`src/rtl/pipeline_hazard_ctrl.sv`:
```
// ---------------------------------------------------------------------------
// pipeline_hazard_ctrl
//
// Stall/flush sequencer for the 5-stage core. It drives the enable and
// synchronous-clear inputs of the four pipeline registers and the PC enable.
// It decides load-use bubbles, taken-branch flushes, data-memory freezes and
// the halt/restart sequence. It also keeps saturating stall and flush counters.
//
// Ports
//   clk, rst_n            core clock; asynchronous active-low reset
//   regfile_req_a_id/b_id source registers of the instruction in ID
//   regfile_req_w_ex      destination register of the instruction in EX
//   r_datamem_ex          instruction in EX is a load
//   branch_taken_ex       taken branch/jump resolved in EX
//   datamem_busy          data memory access not finished this cycle
//   halt_wb               halt flag at the PS4 output
//   resume                single-cycle restart pulse, honoured only while halted
//   pc_en                 PC load enable
//   en_ps1..en_ps4        pipeline register enables
//   clear_ps1..clear_ps4  pipeline register synchronous clears
//   halted                core is in the HALTED state
//   stall_cycles          cycles lost to load-use bubbles or memory freezes
//   flush_count           number of taken-branch flush events
// ---------------------------------------------------------------------------
module pipeline_hazard_ctrl #(
    parameter int unsigned CNT_WIDTH       = 32,
    parameter bit          LOAD_USE_BUBBLE = 1'b1
) (
    input  logic                 clk,
    input  logic                 rst_n,
    input  logic [4:0]           regfile_req_a_id,
    input  logic [4:0]           regfile_req_b_id,
    input  logic [4:0]           regfile_req_w_ex,
    input  logic                 r_datamem_ex,
    input  logic                 branch_taken_ex,
    input  logic                 datamem_busy,
    input  logic                 halt_wb,
    input  logic                 resume,
    output logic                 pc_en,
    output logic                 en_ps1,
    output logic                 en_ps2,
    output logic                 en_ps3,
    output logic                 en_ps4,
    output logic                 clear_ps1,
    output logic                 clear_ps2,
    output logic                 clear_ps3,
    output logic                 clear_ps4,
    output logic                 halted,
    output logic [CNT_WIDTH-1:0] stall_cycles,
    output logic [CNT_WIDTH-1:0] flush_count
);

    typedef enum logic [1:0] {
        RUN     = 2'd0,
        HALTED  = 2'd1,
        RESTART = 2'd2
    } state_t;

    state_t state;
    state_t state_nxt;

    logic load_use;
    logic stall_inc;
    logic flush_inc;

    // Register x0 is hard-wired to zero, so a load into x0 never creates a hazard.
    assign load_use = LOAD_USE_BUBBLE
                    & r_datamem_ex
                    & (regfile_req_w_ex != 5'd0)
                    & ((regfile_req_w_ex == regfile_req_a_id) |
                       (regfile_req_w_ex == regfile_req_b_id));

    // -----------------------------------------------------------------------
    // State register
    // -----------------------------------------------------------------------
    always_ff @(posedge clk or negedge rst_n) begin
        if (!rst_n) begin
            state <= RUN;
        end else begin
            state <= state_nxt;
        end
    end

    // -----------------------------------------------------------------------
    // Next state and same-cycle control decode
    // -----------------------------------------------------------------------
    always_comb begin
        state_nxt = state;
        pc_en     = 1'b0;
        en_ps1    = 1'b0;
        en_ps2    = 1'b0;
        en_ps3    = 1'b0;
        en_ps4    = 1'b0;
        clear_ps1 = 1'b0;
        clear_ps2 = 1'b0;
        clear_ps3 = 1'b0;
        clear_ps4 = 1'b0;
        halted    = 1'b0;
        stall_inc = 1'b0;
        flush_inc = 1'b0;

        unique case (state)
            RUN: begin
                if (halt_wb) begin
                    // The halting instruction has retired. Freeze everything
                    // and wait for resume.
                    state_nxt = HALTED;
                end else if (datamem_busy) begin
                    // Full freeze. A pending branch is held in EX and flushes
                    // on the cycle the memory completes.
                    stall_inc = 1'b1;
                end else if (branch_taken_ex) begin
                    // Squash the two wrong-path instructions in IF/ID and
                    // ID/EX. This overrides any load-use bubble for them.
                    pc_en     = 1'b1;
                    en_ps1    = 1'b1;
                    en_ps2    = 1'b1;
                    en_ps3    = 1'b1;
                    en_ps4    = 1'b1;
                    clear_ps1 = 1'b1;
                    clear_ps2 = 1'b1;
                    flush_inc = 1'b1;
                end else if (load_use) begin
                    // Hold PC and IF/ID, and insert a bubble into ID/EX. The
                    // enable stays high so the clear lands whatever the
                    // register's en/clear priority is.
                    en_ps2    = 1'b1;
                    en_ps3    = 1'b1;
                    en_ps4    = 1'b1;
                    clear_ps2 = 1'b1;
                    stall_inc = 1'b1;
                end else begin
                    pc_en  = 1'b1;
                    en_ps1 = 1'b1;
                    en_ps2 = 1'b1;
                    en_ps3 = 1'b1;
                    en_ps4 = 1'b1;
                end
            end

            HALTED: begin
                halted = 1'b1;
                if (resume) begin
                    state_nxt = RESTART;
                end
            end

            RESTART: begin
                // Drain the halt flag and every in-flight instruction.
                clear_ps1 = 1'b1;
                clear_ps2 = 1'b1;
                clear_ps3 = 1'b1;
                clear_ps4 = 1'b1;
                state_nxt = RUN;
            end

            default: begin
                state_nxt = RUN;
            end
        endcase
    end

    // -----------------------------------------------------------------------
    // Statistics counters. They saturate at all-ones and only rst_n clears them.
    // -----------------------------------------------------------------------
    always_ff @(posedge clk or negedge rst_n) begin
        if (!rst_n) begin
            stall_cycles <= '0;
        end else if (stall_inc && (stall_cycles != '1)) begin
            stall_cycles <= stall_cycles + CNT_WIDTH'(1);
        end
    end

    always_ff @(posedge clk or negedge rst_n) begin
        if (!rst_n) begin
            flush_count <= '0;
        end else if (flush_inc && (flush_count != '1)) begin
            flush_count <= flush_count + CNT_WIDTH'(1);
        end
    end

endmodule

```
`config.mk`:
```
export PLATFORM = sky130hd
export DESIGN_NAME = pipeline_hazard_ctrl
export DESIGN_NICKNAME = d
export VERILOG_FILES = /design/src/rtl/pipeline_hazard_ctrl.sv
export SDC_FILE = /design/constraint.sdc
export NUM_CORES = 1
export LEC_CHECK = 0
export ABC_AREA = 1
export ABC_CLOCK_PERIOD_IN_PS = 4600
export BUFFER_PORTS_ARGS = -buffer_cell sky130_fd_sc_hd__buf_2
export CORE_ASPECT_RATIO = 1.2
export CORE_UTILIZATION = 60
export DETAILED_ROUTE_END_ITERATION = 12
export GPL_TIMING_DRIVEN = 0
export PLACE_DENSITY = 0.94
export SYNTH_ARGS = -nofsm -noshare
export SYNTH_HDL_FRONTEND = slang
export SYNTH_SLANG_ARGS = --single-unit
```
`constraint.sdc`:
```
create_clock -name clk -period 4.6 [get_ports clk]
set_input_delay 0.69 -clock clk [delete_from_list [all_inputs] [get_ports clk]]
set_output_delay 0.69 -clock clk [all_outputs]
set_load 0.05 [all_outputs]
```
Yosys cells after proc, flatten, opt, wreduce, memory -nomap -nowiden

Cells that the tools add are included.

Output and inout port bits: 74
Flip-flop bits (word level): 66

Add/subtract/negate cells: 2
Eq/ne operators: 8
Reduce and logical (&&, ||, !) cells: 5
Muxes and demuxes: 27
Bitwise logic cells: 3

Operators by type and width:

| kind                                                                  | count |
|---|---|
| 32-bit by 1-bit adder with 32-bit output, second input constant       | 2 |
| 32-bit != test, second input constant                                 | 2 |
| 1-bit two-way mux                                                     | 22 |
| 5-bit equality test                                                   | 2 |
| 5-bit nonzero test                                                    | 1 |
| 2-bit two-way mux                                                     | 2 |
| 2-bit != test, second input constant                                  | 2 |
| 1-bit one-hot mux with 2 select lines                                 | 2 |
| 2-bit one-hot mux with 2 select lines                                 | 1 |
| 1-bit AND                                                             | 2 |
| 2-bit by 1-bit equality test with 1-bit output, second input constant | 1 |
| 2-bit equality test, second input constant                            | 1 |
| 1-bit logical AND                                                     | 2 |
| 2-bit logical NOT                                                     | 1 |
| 2-bit AND reduction                                                   | 1 |
| 1-bit OR                                                              | 1 |

Logic depth before layout (Yosys ltp)

Depth after elaboration: 9
Mapped depth: 12
Depth with buffers taken out: 11

Worst setup path before layout

OpenSTA, ideal clock, no wires.

Path type: input-to-output
Start point: input halt_wb
End point: output clear_ps2
Arrival: 2525 ps
Stages: 6
Setup slack: 1385 ps
Data required time: 3910 ps
Cell sequence: inv_1 -> nand2_1 -> nor2_2 -> nand2_1 -> o21ai_0 -> a31o_2

Cells in the longest elaborated chain, start to end: 2

Ends and longest elaborated chain:

| what                                  | line | RTL |
|---|---|---|
| from (decl)                           | 37   | `input logic halt_wb,` |
| 1-bit two-way mux                     | 104  | `if (halt_wb) begin` |
| 1-bit one-hot mux with 2 select lines | 102  | `unique case (state)` |
| to (decl)                             | 45   | `output logic clear_ps2,` |

Every way passes these cells.

Worst setup path after layout

Start point: input regfile_req_w_ex[2]
End point: output pc_en

Cells in the longest elaborated chain, start to end: 8
Elaborated cells between the ends (all ways): 11
Those cells by class: eq/ne: 2; mux: 5; bitwise: 3; reduce/logical: 1

Ends and longest elaborated chain:

| what                                        | line   | RTL |
|---|---|---|
| from (decl)                                 | 33     | `input logic [4:0] regfile_req_w_ex,` |
| 5-bit equality test (tied with other cells) | 70     | `& ((regfile_req_w_ex == regfile_req_a_id) \|` |
| 1-bit OR or 1-bit AND (tied branches)       | 70, 69 |  |
| 1-bit AND (*)                               | 70     |  |
| 1-bit two-way mux (*)                       | 123    | `end else if (load_use) begin` |
| 1-bit two-way mux (*)                       | 112    | `end else if (branch_taken_ex) begin` |
| 1-bit two-way mux (*)                       | 108    | `end else if (datamem_busy) begin` |
| 1-bit two-way mux (*)                       | 104    |  |
| 1-bit two-way mux (*)                       | 102    |  |
| to (decl)                                   | 39     | `output logic pc_en,` |

Mark *: on every way between the ends. The rest lies on a longest branch, timed or not.

==> run_summary.xml <==
<?xml version="1.0" encoding="UTF-8"?>
<metrics>
  <group name="global_route">
    <metric name="grt_first_pass_wirelength" unit="microns">20430</metric>
    <metric name="grt_pass1_vias" unit="">4463</metric>
    <metric name="pin_count_of_the_biggest_net_entering_global_routing" unit="">67</metric>
    <metric name="globalRoute.totalOverflow" unit="">0</metric>
    <metric name="track_usage" unit="%">35.04</metric>
    <metric name="antenna_found_initial" unit="">0</metric>
  </group>
  <group name="floorplanning">
    <metric name="die_area" unit="sq mm">0.007778</metric>
    <metric name="core-area" unit="sq mm">0.007232</metric>
    <metric name="start_util" unit="%">61.63</metric>
    <metric name="top_level_ports" unit="">96</metric>
    <metric name="die_width" unit="microns">80.68</metric>
    <metric name="floorplan.rows" unit="">34</metric>
    <metric name="dieHeight" unit="microns">96.41</metric>
  </group>
  <group name="sta">
    <metric name="hold_viol_final" unit="">0</metric>
    <metric name="fmax" unit="MHz">344.2</metric>
    <metric name="setup_viol" unit="">0</metric>
    <metric name="max_slew.worst_pin.slew" unit="ps">854.8</metric>
    <metric name="timing.final.crit_share" unit="%">63.16</metric>
    <metric name="finalMaxSlewViolations" unit="">0</metric>
    <metric name="maxSlewHeadroom" unit="%">43.01</metric>
    <metric name="postLayoutSetupSlackWorst" unit="ps">1695</metric>
    <metric name="total_negative_setup_slack" unit="ps">0</metric>
    <metric name="worst_clock_skew" unit="ps">10.10</metric>
    <metric name="finalWorstPathRequiredPeriod" unit="ps">2905</metric>
    <metric name="setup_repair_after_global_routing_missed_its_margin" unit="">no</metric>
  </group>
  <group name="finish">
    <metric name="n_fill_cell" unit="">629</metric>
    <metric name="finalCoreUtilization" unit="%">71.82</metric>
    <metric name="area.growth.synth_to_final" unit="%">16.54</metric>
    <metric name="finalNetCount" unit="">780</metric>
    <metric name="drive_gt1_share" unit="%">18.60</metric>
    <metric name="final_antenna_diode_count" unit="">0</metric>
    <metric name="design_area" unit="sq mm">0.005194</metric>
  </group>
  <group name="synth">
    <metric name="postSynth.topFlopCell" unit="">dfrtp_1</metric>
    <metric name="ys_top_cells_by_area" unit="">dfrtp_1 (37%), nand2_1 (20%), nor2_1 (7.0%), xor2_1 (6.1%), nand4_1 (5.8%)</metric>
    <metric name="postSynthNetCount" unit="">674</metric>
    <metric name="synth_top_cell_area_share" unit="%">37.06</metric>
    <metric name="avgSynthCellArea" unit="sq um">6.857</metric>
    <metric name="synth.cells.most_frequent" unit="">nand2_1 (241), nor2_1 (83), inv_1 (68)</metric>
    <metric name="synth_cell_type_count" unit="">29</metric>
    <metric name="synthesis.instances" unit="">650</metric>
    <metric name="synth-async-reset-ratio" unit="%">100.0</metric>
    <metric name="edff_count_synth" unit="">0</metric>
    <metric name="most_instantiated_library_cell_after_synthesis" unit="">nand2_1</metric>
    <metric name="yosysWarnings" unit="">0</metric>
    <metric name="postSynthRegisterBits" unit="">66</metric>
    <metric name="ys_seq_area_share" unit="%">37.06</metric>
    <metric name="synthesis.area" unit="sq mm">0.004457</metric>
    <metric name="synth_top_area_cell" unit="">dfrtp_1</metric>
  </group>
  <group name="setup_path">
    <metric name="cp.arrival" unit="ps">2220</metric>
    <metric name="critPathMaxFanout" unit="">10</metric>
    <metric name="critical-path-top-cell-by-count" unit="">nand2_1</metric>
    <metric name="start_kind" unit="">input port</metric>
    <metric name="timing.reg2reg.setup_slack" unit="ps">2520</metric>
    <metric name="timing.rr.start" unit="">stall_cycles[0]</metric>
    <metric name="crit_slowest_cell" unit="">buf_2</metric>
    <metric name="reg2reg_depth" unit="">10</metric>
    <metric name="critical_path.max_stage_delay" unit="ps">300</metric>
    <metric name="worstSetupEndpointType" unit="">output pin</metric>
    <metric name="critPathKind" unit="">in -&gt; out</metric>
    <metric name="data_required_time_of_the_worst_path" unit="ps">3910</metric>
    <metric name="cells_traversed_along_the_worst_timing_path" unit="">buf_2 -&gt; inv_1 -&gt; nand2_1 -&gt; nand2_1 -&gt; nor2_1 -&gt; nand3_1 -&gt; nand2_1 -&gt; nand3_1 -&gt; nand2_1 -&gt; buf_2 -&gt; nor2_1 -&gt; buf_4 -&gt; buf_2</metric>
    <metric name="critical_path.reg2reg.endpoint" unit="">stall_cycles[19]</metric>
  </group>
  <group name="placed_design">
    <metric name="place_hpwl" unit="microns">9821</metric>
    <metric name="pre_cts_setup_slack" unit="ps">1710</metric>
    <metric name="gp_congestion" unit="">0.9385</metric>
    <metric name="buffer_ports.inserted" unit="">95</metric>
    <metric name="postPlaceCellArea" unit="sq mm">0.005047</metric>
  </group>
  <group name="power">
    <metric name="vdd_drop_max" unit="uV">267.8</metric>
    <metric name="pd_cells" unit="mW/mm^2">326.2</metric>
    <metric name="leakage" unit="nW">2.762</metric>
  </group>
  <group name="clocking">
    <metric name="ctsHoldBuffers" unit="">0</metric>
    <metric name="clockBufferDepth" unit="">2</metric>
    <metric name="tritoncts" unit="">yes</metric>
    <metric name="clk-insertion-delay-late" unit="ps">350</metric>
    <metric name="numCtsBuffers" unit="">9</metric>
    <metric name="post_cts_resized" unit="">0</metric>
    <metric name="cts.htree.levels" unit="">3</metric>
    <metric name="post-cts-setup-buffers" unit="">0</metric>
    <metric name="root_buffer" unit="">clkbuf_8</metric>
    <metric name="clk_transition_reported_paths" unit="ps">70</metric>
    <metric name="clock_sink_count" unit="">66</metric>
  </group>
  <group name="routing">
    <metric name="ant_nets" unit="">0</metric>
    <metric name="drc" unit="">0</metric>
    <metric name="post_drt_wl_per_cell" unit="microns">15.10</metric>
    <metric name="drt_pass1_iterations" unit="">5</metric>
    <metric name="avgViaCountPerCell" unit="">5.564</metric>
    <metric name="dr_total_vias" unit="">4718</metric>
    <metric name="routed_wl" unit="microns">12800</metric>
    <metric name="detail_route.iter0.violations" unit="">264</metric>
  </group>
  <group name="worst_hold_path">
    <metric name="min_path_type" unit="">in -&gt; async</metric>
  </group>
  <group name="job">
    <metric name="drv_cap" unit="">0</metric>
  </group>
  <group name="outcome">
    <metric name="outcome" unit="">finished clean</metric>
  </group>
</metrics>
cell type report:
class / instances / area, sq um / share of cell area (%)
Inverter: 69 / 259.0 / 4.987
Clock buffer: 9 / 123.9 / 2.385
Tap cell: 90 / 112.6 / 2.168
Timing Repair Buffer: 95 / 478.0 / 9.203
Multi-Input combinational cell: 496 / 2415 / 46.49
Clock inverter: 4 / 22.52 / 0.4336
Buffer: 19 / 131.4 / 2.530
Sequential cell: 66 / 1652 / 31.80
power by group:
group / leakage (nW) / switching, W / internal [W]
registers: 0.888 / 0.0000756 / 0.000637
clock network: 0.0766 / 0.000221 / 0.000183
logic: 1.80 / 0.000440 / 0.000137
total: 2.76 / 0.000737 / 0.000958
cells in the final DEF, fill, tap and decap left out:
cell | synthesis | final
clkinv_2 | 0 | 3
and2_1 | 1 | 1
xor2_1 | 31 | 31
nand2_1 | 241 | 241
nand4_2 | 1 | 1
a21oi_2 | 1 | 1
clkinvlp_4 | 0 | 1
nand3b_1 | 3 | 3
buf_1 | 2 | 2
o21ai_1 | 6 | 6
nand3_2 | 2 | 2
buf_6 | 4 | 4
nand3_1 | 18 | 18
a31o_2 | 1 | 1
xnor2_1 | 24 | 24
nor2_4 | 1 | 1
dfrtp_1 | 66 | 66
buf_4 | 6 | 7
inv_1 | 68 | 68
inv_2 | 1 | 1
nor2_2 | 5 | 5
nor3_1 | 22 | 22
nor3_2 | 3 | 3
clkbuf_1 | 1 | 1
nor4_1 | 1 | 1
o21ai_0 | 7 | 7
buf_2 | 6 | 100
nand4_1 | 41 | 41
nand2_2 | 2 | 2
clkbuf_8 | 0 | 9
ha_1 | 2 | 2
nor2_1 | 83 | 83
worst max path at each step:
stage                        start        end  slack (ps)  cells past startpoint
3_5_place_dp   regfile_req_w_ex[2]      pc_en        1710                     13
2_1_floorplan              halt_wb  clear_ps2        1380                      6
3_3_place_gp   regfile_req_w_ex[2]      pc_en        1740                     11
5_1_grt        regfile_req_w_ex[4]      pc_en        1530                     13
4_1_cts        regfile_req_w_ex[2]      pc_en        1700                     13
6_report       regfile_req_w_ex[2]      pc_en        1690                     13
sequential cells by signal, indices dropped and copies added, names as in the netlist:
register,cells
stall_cycles,32
state,2
flush_count,32
critical path, delay by kind of cell:
family,cells,cell delay [ps]
AND/OR/NAND/NOR,8,720
buffers and inverters,5,790
per-layer routing:
layer / track usage, % / share of wire [%] / vias up
met5: 0 / 0 / -
met4: 20.83 / 5.0 / 0
met3: 5.634 / 5.8 / 56
met2: 63.06 / 52 / 217
met1: 38.71 / 38 / 2196
li1: - / - / 2249
cell families after synthesis:
logic type	count (synthesis)	share of synthesized area, %
DFF	66	37.06
AOI/OAI and AO/OA	15	1.853
xor gates and xnor gates	55	10.81
and+or+nand+nor	424	40.96
adders and majority gates	2	0.5614
buffers and inverters	88	8.759
stage by stage:
step	instances	total power (W)	hold WS, ps
floorplan	650	0.001142	394.4
global placement	835	0.001279	497.5
detailed placement	835	0.001295	502.2
CTS	848	0.001698	485.1
global route	848	0.001783	492.4
finish	848	0.001694	428.7
No activity file was read; power rests on OpenSTA's default activity.
